--- src/rtl/pc_fetch_pkg.sv ---
// Shared fetch constants and the fetch FSM state encoding.
package pc_fetch_pkg;
  localparam int             DATA_W    = 16;
  localparam logic [15:0]    RESET_PC  = 16'h0000;
  localparam logic [15:0]    NOP_INSTR = 16'h0800;

  typedef enum logic [1:0] {
    ST_BOOT = 2'd0,
    ST_REQ  = 2'd1,
    ST_FULL = 2'd2
  } fetch_state_e;
endpackage

--- src/rtl/fetch_skid_buf.sv ---
// One-entry data+pc holding buffer with load/drain/clear.
// Priority: clear > load > drain, so load+drain in one cycle replaces the entry.
module fetch_skid_buf #(
  parameter int W = 16
) (
  input  logic         clk,
  input  logic         rst,
  input  logic         load,
  input  logic         drain,
  input  logic         clear,
  input  logic [W-1:0] in_data,
  input  logic [W-1:0] in_pc,
  output logic         valid,
  output logic [W-1:0] out_data,
  output logic [W-1:0] out_pc
);
  logic         valid_q, valid_d;
  logic [W-1:0] data_q, data_d;
  logic [W-1:0] pc_q, pc_d;

  // Next-entry selection.
  always_comb begin
    valid_d = valid_q;
    data_d  = data_q;
    pc_d    = pc_q;
    if (clear) begin
      valid_d = 1'b0;
    end else if (load) begin
      valid_d = 1'b1;
      data_d  = in_data;
      pc_d    = in_pc;
    end else if (drain) begin
      valid_d = 1'b0;
    end
  end

  // Entry storage.
  always_ff @(posedge clk or posedge rst) begin
    if (rst) begin
      valid_q <= 1'b0;
      data_q  <= '0;
      pc_q    <= '0;
    end else begin
      valid_q <= valid_d;
      data_q  <= data_d;
      pc_q    <= pc_d;
    end
  end

  assign valid    = valid_q;
  assign out_data = data_q;
  assign out_pc   = pc_q;
endmodule

--- src/rtl/pc_fetch_unit.sv ---
// PC register + instruction fetch over a req/ack SRAM port, feeding IF/ID.
// Optional build macro PC_FETCH_PERF_EN adds saturating FetchCnt/KillCnt.
module pc_fetch_unit
  import pc_fetch_pkg::*;
#(
  parameter int                 DATA_W    = pc_fetch_pkg::DATA_W,
  parameter logic [DATA_W-1:0]  RESET_PC  = pc_fetch_pkg::RESET_PC,
  parameter logic [DATA_W-1:0]  NOP_INSTR = pc_fetch_pkg::NOP_INSTR
) (
  input  logic              Clk,
  input  logic              Rst,
  input  logic              Stall,
  input  logic              Redirect,
  input  logic [DATA_W-1:0] Npc,
  output logic              MemReq,
  output logic [DATA_W-1:0] MemAddr,
  input  logic              MemAck,
  input  logic [DATA_W-1:0] MemRdata,
  output logic [DATA_W-1:0] Pc,
  output logic [DATA_W-1:0] Instr,
  output logic              InstrValid
`ifdef PC_FETCH_PERF_EN
  ,
  output logic [15:0]       FetchCnt,
  output logic [15:0]       KillCnt
`endif
);
  fetch_state_e      state_q, state_d;
  logic              mem_req_q, mem_req_d;
  logic [DATA_W-1:0] fetch_pc_q, fetch_pc_d;
  // Redirect target parked while a killed request is still outstanding,
  // so MemAddr keeps the original address until the ack.
  logic [DATA_W-1:0] redir_pc_q, redir_pc_d;
  logic              kill_q, kill_d;
  logic [DATA_W-1:0] pc_q, pc_d;
  logic [DATA_W-1:0] instr_q, instr_d;
  logic              valid_q, valid_d;

  logic              ack_live, take, out_free;
  logic              skid_load, skid_drain, skid_clear, skid_valid;
  logic [DATA_W-1:0] skid_data, skid_pc;

  assign ack_live = mem_req_q && MemAck;
  assign take     = ack_live && !kill_q && !Redirect;
  assign out_free = !Stall || !valid_q;

  fetch_skid_buf #(.W(DATA_W)) u_skid (
    .clk      (Clk),
    .rst      (Rst),
    .load     (skid_load),
    .drain    (skid_drain),
    .clear    (skid_clear),
    .in_data  (MemRdata),
    .in_pc    (fetch_pc_q),
    .valid    (skid_valid),
    .out_data (skid_data),
    .out_pc   (skid_pc)
  );

  // Output triple and skid steering; Redirect overrides stall and ack data.
  always_comb begin
    pc_d       = pc_q;
    instr_d    = instr_q;
    valid_d    = valid_q;
    skid_load  = 1'b0;
    skid_drain = 1'b0;
    skid_clear = 1'b0;
    if (Redirect) begin
      valid_d    = 1'b0;
      instr_d    = NOP_INSTR;
      skid_clear = 1'b1;
    end else if (out_free) begin
      if (skid_valid) begin
        pc_d       = skid_pc;
        instr_d    = skid_data;
        valid_d    = 1'b1;
        skid_drain = 1'b1;
        skid_load  = take;
      end else if (take) begin
        pc_d    = fetch_pc_q;
        instr_d = MemRdata;
        valid_d = 1'b1;
      end else begin
        valid_d = 1'b0;
        instr_d = NOP_INSTR;
      end
    end else begin
      skid_load = take;
    end
  end

  // Fetch FSM: address sequencing, kill tracking and request generation.
  always_comb begin
    state_d    = state_q;
    fetch_pc_d = fetch_pc_q;
    redir_pc_d = redir_pc_q;
    kill_d     = kill_q;
    unique case (state_q)
      ST_BOOT: begin
        state_d = ST_REQ;
        if (Redirect) fetch_pc_d = Npc;
      end
      ST_REQ: begin
        if (Redirect) begin
          if (ack_live) begin
            fetch_pc_d = Npc;
            kill_d     = 1'b0;
          end else begin
            redir_pc_d = Npc;
            kill_d     = 1'b1;
          end
        end else if (ack_live) begin
          if (kill_q) begin
            fetch_pc_d = redir_pc_q;
            kill_d     = 1'b0;
          end else begin
            fetch_pc_d = fetch_pc_q + 1'b1;
            if (skid_load) state_d = ST_FULL;
          end
        end
      end
      ST_FULL: begin
        if (Redirect) begin
          fetch_pc_d = Npc;
          state_d    = ST_REQ;
        end else if (skid_drain && !skid_load) begin
          state_d = ST_REQ;
        end
      end
      default: state_d = ST_BOOT;
    endcase
    mem_req_d = (state_d == ST_REQ);
  end

  // State registers; async reset drops MemReq at once.
  always_ff @(posedge Clk or posedge Rst) begin
    if (Rst) begin
      state_q    <= ST_BOOT;
      mem_req_q  <= 1'b0;
      fetch_pc_q <= RESET_PC;
      redir_pc_q <= RESET_PC;
      kill_q     <= 1'b0;
      pc_q       <= RESET_PC;
      instr_q    <= NOP_INSTR;
      valid_q    <= 1'b0;
    end else begin
      state_q    <= state_d;
      mem_req_q  <= mem_req_d;
      fetch_pc_q <= fetch_pc_d;
      redir_pc_q <= redir_pc_d;
      kill_q     <= kill_d;
      pc_q       <= pc_d;
      instr_q    <= instr_d;
      valid_q    <= valid_d;
    end
  end

  assign MemReq     = mem_req_q;
  assign MemAddr    = fetch_pc_q;
  assign Pc         = pc_q;
  assign Instr      = instr_q;
  assign InstrValid = valid_q;

`ifdef PC_FETCH_PERF_EN
  logic [15:0] fetch_cnt_q, fetch_cnt_d;
  logic [15:0] kill_cnt_q, kill_cnt_d;

  // Saturating counts of delivered vs. dropped fetches.
  always_comb begin
    fetch_cnt_d = fetch_cnt_q;
    kill_cnt_d  = kill_cnt_q;
    if (take && fetch_cnt_q != 16'hFFFF) fetch_cnt_d = fetch_cnt_q + 16'd1;
    if (ack_live && (kill_q || Redirect) && kill_cnt_q != 16'hFFFF)
      kill_cnt_d = kill_cnt_q + 16'd1;
  end

  // Counter registers.
  always_ff @(posedge Clk or posedge Rst) begin
    if (Rst) begin
      fetch_cnt_q <= '0;
      kill_cnt_q  <= '0;
    end else begin
      fetch_cnt_q <= fetch_cnt_d;
      kill_cnt_q  <= kill_cnt_d;
    end
  end

  assign FetchCnt = fetch_cnt_q;
  assign KillCnt  = kill_cnt_q;
`endif
endmodule
--- config.mk ---
export PLATFORM = sky130hd
export DESIGN_NAME = pc_fetch_unit
export DESIGN_NICKNAME = d
export VERILOG_FILES = /design/src/rtl/pc_fetch_pkg.sv /design/src/rtl/fetch_skid_buf.sv /design/src/rtl/pc_fetch_unit.sv
export SDC_FILE = /design/constraint.sdc
export NUM_CORES = 1
export LEC_CHECK = 0
export BUFFER_PORTS_ARGS = -buffer_cell sky130_fd_sc_hd__buf_2
export CORE_MARGIN = 3
export CORE_UTILIZATION = 58
export CTS_BUF_LIST = sky130_fd_sc_hd__clkbuf_4 sky130_fd_sc_hd__clkbuf_8
export DETAILED_ROUTE_END_ITERATION = 12
export GPL_TIMING_DRIVEN = 0
export PLACE_DENSITY = 0.95
export SYNTH_ARGS = -nofsm -noshare
export SYNTH_HDL_FRONTEND = slang
export SYNTH_SLANG_ARGS = --single-unit
--- constraint.sdc ---
create_clock -name Clk -period 4.8 [get_ports Clk]
set_clock_uncertainty 0.2 [all_clocks]
set_input_delay 0.96 -clock Clk [delete_from_list [all_inputs] [get_ports Clk]]
set_output_delay 0.96 -clock Clk [all_outputs]
set_load 0.05 [all_outputs]
==> results.py, run 1 <==
metrics = {
    "cts": {
        "path_clk_slew_ns": 0.10,
        "postCtsSetupRepairBufs": 0,
        "cts_tree": "built",
        "h-tree-depth": 3,
        "cts.hold.buffers_added": 0,
        "cts.root.buffer_cell": "sky130_fd_sc_hd__clkbuf_8",
        "clock_sinks": 102,
        "cts_inserted_buffers": 9,
        "cts-root-to-sink-buffers": 2,
        "ctsResizeCount": 0,
        "clock_insertion_delay_worst_skew_ns": 0.37,
    },
    "layout": {
        "multiInputGateArea_um2": 2030,
        "layoutNonFillerInstCount": 630,
        "fillerInstances": 527,
        "antenna_cells_inserted": 0,
        "area_delta_synth_final_pct": 16.2,
        "sequential_cell_area_um2": 2550,
        "final_nets": 561,
        "post-route-util_pct": 70.8,
        "layout.cell_area.non_filler_um2": 5560,
        "share_of_post_route_cells_with_drive_strength_above_1_pct": 34.5,
    },
    "die": {
        "die_width_um": 96.8,
        "die_h_um": 96.8,
        "initial_core_util_pct": 60.9,
        "pin_count": 87,
        "die-area_um2": 9370,
        "floorplan.core_area_um2": 7850,
        "standard_cell_rows": 32,
    },
    "global_routing": {
        "gr-max-usage-layer": "met2",
        "first_global_vias": 3967,
        "global_route.usage.met1_pct": 33.2,
        "antenna_violations_before_repair": 0,
        "global_route_wire_length_before_repair_um": 19600,
        "groute.layer.met3.usage_pct": 4.25,
        "grt_usage_pct": 25.5,
        "gr-usage-met2_pct": 43.4,
        "gr-total-overflow": 0,
        "largest_net_degree_at_the_start_of_global_routing": 61,
    },
    "run": {
        "maxCapViolCount": 0,
    },
    "synthesis": {
        "syn_avg_cell_area_um2": 11.2,
        "warnings_from_yosys": 0,
        "synthTopCellsByCount": "sky130_fd_sc_hd__dfrtp_1, sky130_fd_sc_hd__mux2_2, sky130_fd_sc_hd__o21ai_0",
        "yosysMostFrequentCell": "sky130_fd_sc_hd__dfrtp_1",
        "synth_async_sr_flop_share_pct": 100,
        "synth_top_area_share_pct": 52.9,
        "postSynthCellCount": 425,
        "synth_fp_nets": 463,
        "post_synthesis_cell_type_with_the_largest_combined_area": "sky130_fd_sc_hd__dfrtp_1",
        "postSynthRegisterBits": 102,
        "syn_area_um2": 4780,
        "synth_cell_type_count": 52,
        "seq_area_frac_synth_pct": 53.4,
        "synth_top_cells_by_area": "sky130_fd_sc_hd__dfrtp_1, sky130_fd_sc_hd__mux2_2, sky130_fd_sc_hd__mux2i_1",
        "synth-main-ff-cell": "sky130_fd_sc_hd__dfrtp_1",
        "synth-edff-count": 0,
    },
    "sta": {
        "timing.final.crit_period_ns": 2.48,
        "finalMaxSlewViolations": 0,
        "max_slew_margin_pct": 35.6,
        "highest_clock_rate_mhz": 403,
        "finalSetupViolCount": 0,
        "tightest_slew_ns": 0.957,
        "finalCritPeriodShare_pct": 51.7,
        "rsz0062_at_grt": "no",
        "report.final.hold_viol_count": 0,
    },
    "pwr": {
        "irDropWorstVdd_uv": 172,
        "cellPowerDensity_nw_per_um2": 465,
        "total_leakage_power_nw": 2.55,
        "power.total_mw": 2.58,
    },
    "worst_setup_path": {
        "worst-setup-path-type": "input pin to flop",
        "timing.critical_path.arrival_ns": 2.56,
        "path_max_fanout": 10,
        "crit_path_start": "Redirect",
        "worst_setup_path_start_kind": "input pin",
        "end_kind": "flop",
        "startpoint_of_the_lowest_slack_register_to_register_path": "MemAddr[0]",
        "cp.required_ns": 4.88,
    },
    "status": {
        "run_status": "finished, final reports clean",
    },
    "drt": {
        "drt_first_pass_iters": 5,
        "postRouteWirelength_um": 11800,
        "final_antenna_net_count": 0,
        "post-route-drc-count": 0,
        "via_count": 3924,
        "wire_per_inst_um": 18.7,
        "avgViaCountPerCell": 6.23,
        "detail_route.iter0.violations": 330,
    },
    "hold_path": {
        "worst_hold_path_type": "flop to flop",
        "hold_start": "Pc[9]",
    },
    "place": {
        "dp.cells": 614,
        "io_buffer_count": 86,
        "dp.final_hpwl_um": 8570,
        "dpl-instance-area_um2": 5370,
        "finalWeightedCongestion": 0.916,
    },
}
## critical path, stage by stage
cell and delay, ns:
sky130_fd_sc_hd__buf_2 0.13, sky130_fd_sc_hd__buf_2 0.20, sky130_fd_sc_hd__and2b_1 0.23, sky130_fd_sc_hd__a31oi_2 0.44, sky130_fd_sc_hd__buf_4 0.27, sky130_fd_sc_hd__a21oi_1 0.11, sky130_fd_sc_hd__a31oi_1 0.22
## report_power, final
group	internal, mW	switching (mW)
sequential	1.07	0.169
combinational	0.275	0.552
clock	0.200	0.323
total	1.54	1.04
## state kept, by name, indices dropped and copies added (netlist names)
| signal | flops |
|---|---|
| redir_pc_q | 16 |
| u_skid.valid | 1 |
| Instr | 16 |
| MemReq | 1 |
| InstrValid | 1 |
| MemAddr | 16 |
| state_q | 2 |
| u_skid.out_data | 16 |
| u_skid.out_pc | 16 |
| Pc | 16 |
| kill_q | 1 |
## cell families (layout without fill, tap and decap cells)
group / count (synthesis) / count (layout) / synth area share [%]
simple gates: 111 / 111 / 11.4
buf+inv: 35 / 138 / 4.08
compound gates: 99 / 99 / 13.7
flops: 102 / 102 / 53.4
fa+ha+maj: 1 / 1 / 0.262
xor+xnor: 9 / 9 / 1.65
mux: 68 / 68 / 15.5
## per-stage QoR
step	hold WS, ns	TNS (ns)	worst slack, ns
after floorplan	0.275	0	0.966
after global placement	0.259	-0.152	-0.00415
after detailed placement	0.266	0	2.01
after CTS	0.291	0	2.32
after global routing	0.328	0	2.29
final	0.289	0	2.32
## layer usage
metal	wire [um]	vias up	part of all wire, %
li1	-	1744	-
met2	5910	215	50
met1	4790	1932	41
met4	271	0	2.3
met3	841	33	7.1
met5	0	-	0
## final timing paths
path | slack [ns] | to | depth (start not counted)
max in group asynchronous | 3.29 | Pc[14] | 3
max | 2.32 | MemAddr[10] | 7
min in group asynchronous | 0.43 | Pc[11] | 2
min reg2reg | 0.29 | Pc[9] | 2
max reg2reg | 2.61 | MemAddr[14] | 5
min | 0.29 | Pc[9] | 2
## cells in the final DEF (no fill, tap or decap), types with 2 or more instances in the layout
cell type	n
sky130_fd_sc_hd__buf_6	4
sky130_fd_sc_hd__buf_4	5
sky130_fd_sc_hd__nor2_4	2
sky130_fd_sc_hd__clkbuf_8	9
sky130_fd_sc_hd__nor3_1	20
sky130_fd_sc_hd__o31ai_1	2
sky130_fd_sc_hd__clkinvlp_4	2
sky130_fd_sc_hd__o211ai_1	2
sky130_fd_sc_hd__nand4_1	2
sky130_fd_sc_hd__mux2i_1	20
sky130_fd_sc_hd__a221oi_1	15
sky130_fd_sc_hd__xnor2_1	8
sky130_fd_sc_hd__a21o_1	3
sky130_fd_sc_hd__nand3_1	5
sky130_fd_sc_hd__and2b_1	2
sky130_fd_sc_hd__a211o_1	2
sky130_fd_sc_hd__clkbuf_1	6
sky130_fd_sc_hd__inv_8	2
sky130_fd_sc_hd__inv_6	2
sky130_fd_sc_hd__nor2_1	34
sky130_fd_sc_hd__nand2b_1	2
sky130_fd_sc_hd__a21oi_1	12
sky130_fd_sc_hd__inv_1	6
sky130_fd_sc_hd__nand2_1	33
sky130_fd_sc_hd__buf_2	97
sky130_fd_sc_hd__and3_1	2
sky130_fd_sc_hd__o21ai_0	38
sky130_fd_sc_hd__a32oi_1	6
sky130_fd_sc_hd__dfrtp_1	101
sky130_fd_sc_hd__mux2_2	48
sky130_fd_sc_hd__a31oi_1	8
## area by class of cell
cell class / instances / area share [%]
multi-input cells: 288 / 36.6
repair buffers: 87 / 8.24
clock inverters: 7 / 1.15
well taps: 102 / 2.30
inverters: 7 / 0.518
plain buffers: 28 / 3.04
flip-flops and latches: 102 / 46.0
clock buffers: 9 / 2.23
Note: power is estimated with default switching activity, not from simulation.
==> run 2: changes to the inputs <==
==> constraint.sdc (replaced) <==
create_clock -name Clk -period 2.3 [get_ports Clk]
set_clock_uncertainty 0.2 [all_clocks]
set_input_delay 0.46 -clock Clk [delete_from_list [all_inputs] [get_ports Clk]]
set_output_delay 0.46 -clock Clk [all_outputs]
set_load 0.05 [all_outputs]
==> run 2 against run 1 <==
Against the previous run: non-clock buffer count is 2 higher; worst hold slack lost 0.16 ns; setup slack got worse by 2.2 ns; final area rose by 0.95%; sequential cell count stayed put; sequential power is 110% higher; critical path depth down 1; combinational power up 110%; global-route usage is 1.6 points higher; final cell count grew 0.16%; routed wire length grew 5.0%; critical endpoint is now u_skid.out_data[10]; largest power group unchanged.
==> results.py, run 2 (synthesized netlist as in run 1, its figures left out) <==
metrics = {
    "cts": {
        "clock_insertion_delay_worst_skew_ns": 0.37,
        "postCtsSetupRepairBufs": 0,
        "cts_tree": "built",
        "cts_inserted_buffers": 9,
        "clock_sinks": 102,
        "cts.root.buffer_cell": "sky130_fd_sc_hd__clkbuf_8",
        "ctsResizeCount": 0,
        "h-tree-depth": 3,
        "cts-root-to-sink-buffers": 2,
        "path_clk_slew_ns": 0.09,
        "cts.hold.buffers_added": 1,
    },
    "die": {
        "die_width_um": 96.8,
        "die-area_um2": 9370,
        "initial_core_util_pct": 60.9,
        "die_h_um": 96.8,
        "floorplan.core_area_um2": 7850,
        "pin_count": 87,
        "standard_cell_rows": 32,
    },
    "worst_setup_path": {
        "timing.critical_path.arrival_ns": 2.21,
        "path_max_fanout": 10,
        "cp.buffers_inverters": 2,
        "worst_setup_path_start_kind": "flop",
        "critical-path-slowest-cell": "sky130_fd_sc_hd__dfrtp_1",
        "path_common_cell": "sky130_fd_sc_hd__buf_6",
        "path_delay_family": "simple AND/OR/NAND/NOR gates",
        "cp.required_ns": 2.36,
        "critPathMaxStageDelay_ns": 0.43,
        "end_kind": "flop",
        "cell_chain_critical_path": "nand2_1 > or3_1 > buf_6 > nor2_4 > buf_6 > mux2_2",
        "worst-setup-path-type": "flop to flop",
    },
    "drt": {
        "wirelength_met1_um": 4910,
        "detail_route.iter0.violations": 469,
        "via_count": 3966,
        "dr_wl_met3_um": 875,
        "final_antenna_net_count": 0,
        "top_layer_used": "met4",
        "post-route-drc-count": 0,
        "met2_wirelength_um": 6150,
        "drt_first_pass_iters": 5,
        "avgViaCountPerCell": 6.29,
        "wire_per_inst_um": 19.6,
        "postRouteWirelength_um": 12400,
    },
    "pwr": {
        "cellPowerDensity_nw_per_um2": 996,
        "total_leakage_power_nw": 2.56,
        "power.total_mw": 5.58,
        "irDropWorstVdd_uv": 437,
    },
    "sta": {
        "max_slew_margin_pct": 37.7,
        "timing.final.crit_period_ns": 2.16,
        "highest_clock_rate_mhz": 464,
        "finalSetupViolCount": 0,
        "fin_tns_setup_ns": 0,
        "rsz0062_at_grt": "no",
        "finalMaxSlewViolations": 0,
        "fin_ws_ns": 0.144,
        "finalCritPeriodShare_pct": 93.7,
        "report.final.hold_viol_count": 0,
        "hold_slack_ns": 0.130,
        "tightest_slew_ns": 0.924,
    },
    "global_routing": {
        "largest_net_degree_at_the_start_of_global_routing": 41,
        "gr-total-overflow": 0,
        "first_global_vias": 4089,
        "grt_usage_pct": 27.1,
        "antenna_violations_before_repair": 0,
        "global_route_wire_length_before_repair_um": 20800,
    },
    "layout": {
        "share_of_post_route_cells_with_drive_strength_above_1_pct": 34.4,
        "final_nets": 563,
        "layout.cells.most_common": "sky130_fd_sc_hd__dfrtp_1",
        "area_delta_synth_final_pct": 17.3,
        "most-common-layout-cells": "sky130_fd_sc_hd__dfrtp_1, sky130_fd_sc_hd__buf_2, sky130_fd_sc_hd__mux2_2",
        "antenna_cells_inserted": 0,
        "fillerInstances": 508,
    },
    "run": {
        "maxCapViolCount": 0,
    },
    "place": {
        "io_buffer_count": 86,
        "finalWeightedCongestion": 0.920,
        "post_place_worst_slack_ns": 0.0703,
        "dp.final_hpwl_um": 8360,
    },
    "status": {
        "run_status": "finished, final reports clean",
    },
    "hold_path": {
        "worst_hold_path_type": "input pin to flop",
    },
}
==> run 2: worst reg2reg max path, cell delays in order, from the launching register on <==
cell                      delay (ns)
sky130_fd_sc_hd__dfrtp_1        0.43
sky130_fd_sc_hd__nand2_1        0.13
sky130_fd_sc_hd__or3_1          0.36
sky130_fd_sc_hd__buf_6          0.16
sky130_fd_sc_hd__nor2_4         0.21
sky130_fd_sc_hd__buf_6          0.20
sky130_fd_sc_hd__mux2_2         0.35
==> run 2: path summary, 6_finish.rpt <==
| path | cells after the start | end | start | slack, ns |
|---|---|---|---|---|
| worst max-delay path | 6 | u_skid.out_data[10] | MemReq | 0.14 |
| worst min-delay path | 2 | kill_q | MemAck | 0.13 |
| worst max register to register | 6 | u_skid.out_data[10] | MemReq | 0.14 |
| worst min register to register | 2 | Pc[1] | Pc[1] | 0.28 |
| max in group asynchronous | 4 | Instr[11] | Rst | 0.75 |
| min in group asynchronous | 3 | redir_pc_q[5] | Rst | 0.51 |
==> run 2: power by group <==
| part | internal, mW | total (mW) | switching [mW] |
|---|---|---|---|
| clock | 0.615 | 1.25 | 0.639 |
| combinational | 0.578 | 1.74 | 1.16 |
| sequential | 2.22 | 2.59 | 0.368 |
| total | 3.42 | 5.58 | 2.17 |
==> run 2: per-stage QoR <==
| stage | area (um^2) | instances | utilization (%) |
|---|---|---|---|
| after CTS | 5610 | 631 | 71.5 |
| after floorplan | 4780 | 425 | - |
| after detailed placement | 5380 | 615 | 68.6 |
| final | 5610 | 631 | 71.5 |
| after global placement | 5340 | 613 | 68.1 |
| after global routing | 5610 | 631 | 71.5 |
==> run 2: layout make-up <==
type | count | area [um^2] | area share (%)
plain buffers | 28 | 169 | 3.01
flip-flops and latches | 102 | 2550 | 45.5
well taps | 102 | 128 | 2.28
clock inverters | 6 | 92.6 | 1.65
inverters | 7 | 30.0 | 0.535
clock buffers | 9 | 124 | 2.21
repair buffers | 89 | 480 | 8.57
multi-input cells | 288 | 2030 | 36.2
==> run 2: metal layers <==
| layer | track usage, % | vias up |
|---|---|---|
| met5 | 0 | - |
| met4 | 11.7 | 0 |
| met3 | 3.75 | 47 |
| met2 | 44.2 | 242 |
| met1 | 36.4 | 1932 |
| li1 | - | 1745 |
==> run 3: changes to the inputs <==
--- a/config.mk
+++ b/config.mk
@@ -7,11 +7,11 @@
 export LEC_CHECK = 0
 export BUFFER_PORTS_ARGS = -buffer_cell sky130_fd_sc_hd__buf_2
 export CORE_MARGIN = 3
-export CORE_UTILIZATION = 58
+export CORE_UTILIZATION = 25
 export CTS_BUF_LIST = sky130_fd_sc_hd__clkbuf_4 sky130_fd_sc_hd__clkbuf_8
 export DETAILED_ROUTE_END_ITERATION = 12
 export GPL_TIMING_DRIVEN = 0
-export PLACE_DENSITY = 0.95
+export PLACE_DENSITY = 0.54
 export SYNTH_ARGS = -nofsm -noshare
 export SYNTH_HDL_FRONTEND = slang
 export SYNTH_SLANG_ARGS = --single-unit
==> run 3 against run 2 <==
Against the previous run: non-clock buffer count unchanged; first-iteration DRC count down 58%; register-to-register slack about the same; maximum frequency is 0.18% lower; combinational power about the same; sequential share of layout area is 1.2 points lower; critical endpoint is now MemAddr[14]; total power shrank 2.3%; global-route usage is 15 points lower; clock power down 5%.
==> results.py, run 3 (synthesized netlist as in run 1, its figures left out) <==
metrics = {
    "pwr": {
        "total_leakage_power_nw": 2.57,
        "irDropWorstVdd_uv": 341,
        "cellPowerDensity_nw_per_um2": 948,
    },
    "cts": {
        "cts_inserted_buffers": 9,
        "clock_sinks": 102,
        "cts_tree": "built",
        "cts.root.buffer_cell": "sky130_fd_sc_hd__clkbuf_8",
        "postCtsSetupRepairBufs": 0,
        "cts-root-to-sink-buffers": 2,
        "clock_insertion_delay_worst_skew_ns": 0.36,
        "path_clk_slew_ns": 0.10,
        "h-tree-depth": 3,
    },
    "sta": {
        "highest_clock_rate_mhz": 463,
        "max_slew_margin_pct": 27.7,
        "rsz0062_at_grt": "no",
        "report.final.hold_viol_count": 0,
        "tightest_slew_ns": 1.07,
        "fin_ws_ns": 0.141,
        "finalSetupViolCount": 0,
        "timing.final.crit_period_ns": 2.16,
        "fin_tns_setup_ns": 0,
        "finalCritPeriodShare_pct": 93.9,
        "finalMaxSlewViolations": 0,
    },
    "place": {
        "finalWeightedCongestion": 0.796,
        "dpl-instance-area_um2": 5540,
        "io_buffer_count": 86,
        "dp.final_hpwl_um": 9640,
        "post_place_worst_slack_ns": 0.0464,
    },
    "layout": {
        "final_nets": 563,
        "post-route-util_pct": 31.3,
        "antenna_cells_inserted": 0,
        "fillerInstances": 1900,
        "layout.cells.most_common": "sky130_fd_sc_hd__dfrtp_1",
        "share_of_post_route_cells_with_drive_strength_above_1_pct": 34.5,
        "most-common-layout-cells": "sky130_fd_sc_hd__dfrtp_1, sky130_fd_sc_hd__buf_2, sky130_fd_sc_hd__mux2_2",
        "layout.cell_area.non_filler_um2": 5760,
        "area_delta_synth_final_pct": 20.5,
    },
    "hold_path": {
        "worst_hold_path_type": "input pin to flop",
    },
    "die": {
        "die-area_um2": 20800,
        "die_width_um": 144,
        "die_h_um": 144,
        "initial_core_util_pct": 26.0,
        "standard_cell_rows": 49,
        "pin_count": 87,
        "floorplan.core_area_um2": 18400,
    },
    "drt": {
        "drt_first_pass_iters": 4,
        "final_antenna_net_count": 0,
        "top_layer_used": "met4",
        "post-route-drc-count": 0,
        "via_count": 3654,
        "met2_wirelength_um": 6160,
        "dr_wl_met3_um": 658,
        "detail_route.iter0.violations": 197,
        "postRouteWirelength_um": 12800,
        "wire_per_inst_um": 16.8,
        "avgViaCountPerCell": 4.81,
        "wirelength_met1_um": 5700,
    },
    "worst_setup_path": {
        "worst_setup_path_start_kind": "flop",
        "end_kind": "flop",
        "path_max_fanout": 9,
        "timing.critical_path.arrival_ns": 2.20,
        "cp.required_ns": 2.34,
        "worst-setup-path-type": "flop to flop",
    },
    "global_routing": {
        "gr-total-overflow": 0,
        "first_global_vias": 3786,
        "global_route_wire_length_before_repair_um": 20600,
        "antenna_violations_before_repair": 0,
        "largest_net_degree_at_the_start_of_global_routing": 41,
        "grt_usage_pct": 12.4,
    },
    "run": {
        "maxCapViolCount": 0,
    },
    "status": {
        "run_status": "finished, final reports clean",
    },
}
run 3: per-stage QoR:
stage,total power [mW],hold slack (ns),cells
after floorplan,3.81,0.275,425
final,5.46,0.144,759
after global routing,5.77,0.130,759
after CTS,5.53,0.120,759
after detailed placement,4.33,0.264,742
after global placement,4.26,0.265,740
run 3: final timing paths:
path / depth (start not counted) / start / slack [ns] / to
worst max-delay path: 5 / MemAddr[0] / 0.14 / MemAddr[14]
worst min-delay path: 2 / MemAck / 0.14 / kill_q
worst max register to register: 5 / MemAddr[0] / 0.14 / MemAddr[14]
worst min register to register: 2 / Pc[15] / 0.28 / Pc[15]
max in group asynchronous: 5 / Rst / 0.50 / Pc[8]
min in group asynchronous: 3 / Rst / 0.52 / u_skid.out_data[13]
run 3: what timing repair did:
| item | CTS | global route |
|---|---|---|
| gates resized for setup | 0 | 0 |
| hold buffers | 1 | 0 |
| endpoints found under the hold margin | 27 | 0 |
run 3: per-layer routing:
layer  vias to the layer above  track usage [%]
met2                        84             20.3
met3                        17             2.91
li1                       1752                -
met5                         -                0
met1                      1801             15.9
met4                         0             5.15
run 3: where the power goes:
| group | leakage, nW | switching [mW] | internal [mW] |
|---|---|---|---|
| Sequential | 1.27 | 0.337 | 2.22 |
| Combinational | 1.19 | 1.14 | 0.577 |
| Clock | 0.106 | 0.622 | 0.564 |
run 3: cell type report:
type / instances / area (um^2) / area share, %
Clock inverter: 5 / 56.3 / 0.978
Sequential cell: 102 / 2550 / 44.3
Clock buffer: 11 / 151 / 2.63
Inverter: 7 / 30.0 / 0.521
Buffer: 28 / 169 / 2.93
Tap cell: 229 / 287 / 4.98
Timing Repair Buffer: 89 / 480 / 8.34
Multi-Input combinational cell: 288 / 2030 / 35.3
run 3: critical path, cell delays in order (launching register included):
cell	delay, ns
sky130_fd_sc_hd__dfrtp_1	0.60
sky130_fd_sc_hd__ha_1	0.39
sky130_fd_sc_hd__nand3_4	0.14
sky130_fd_sc_hd__or4_1	0.51
sky130_fd_sc_hd__o211ai_1	0.10
sky130_fd_sc_hd__a31oi_1	0.10
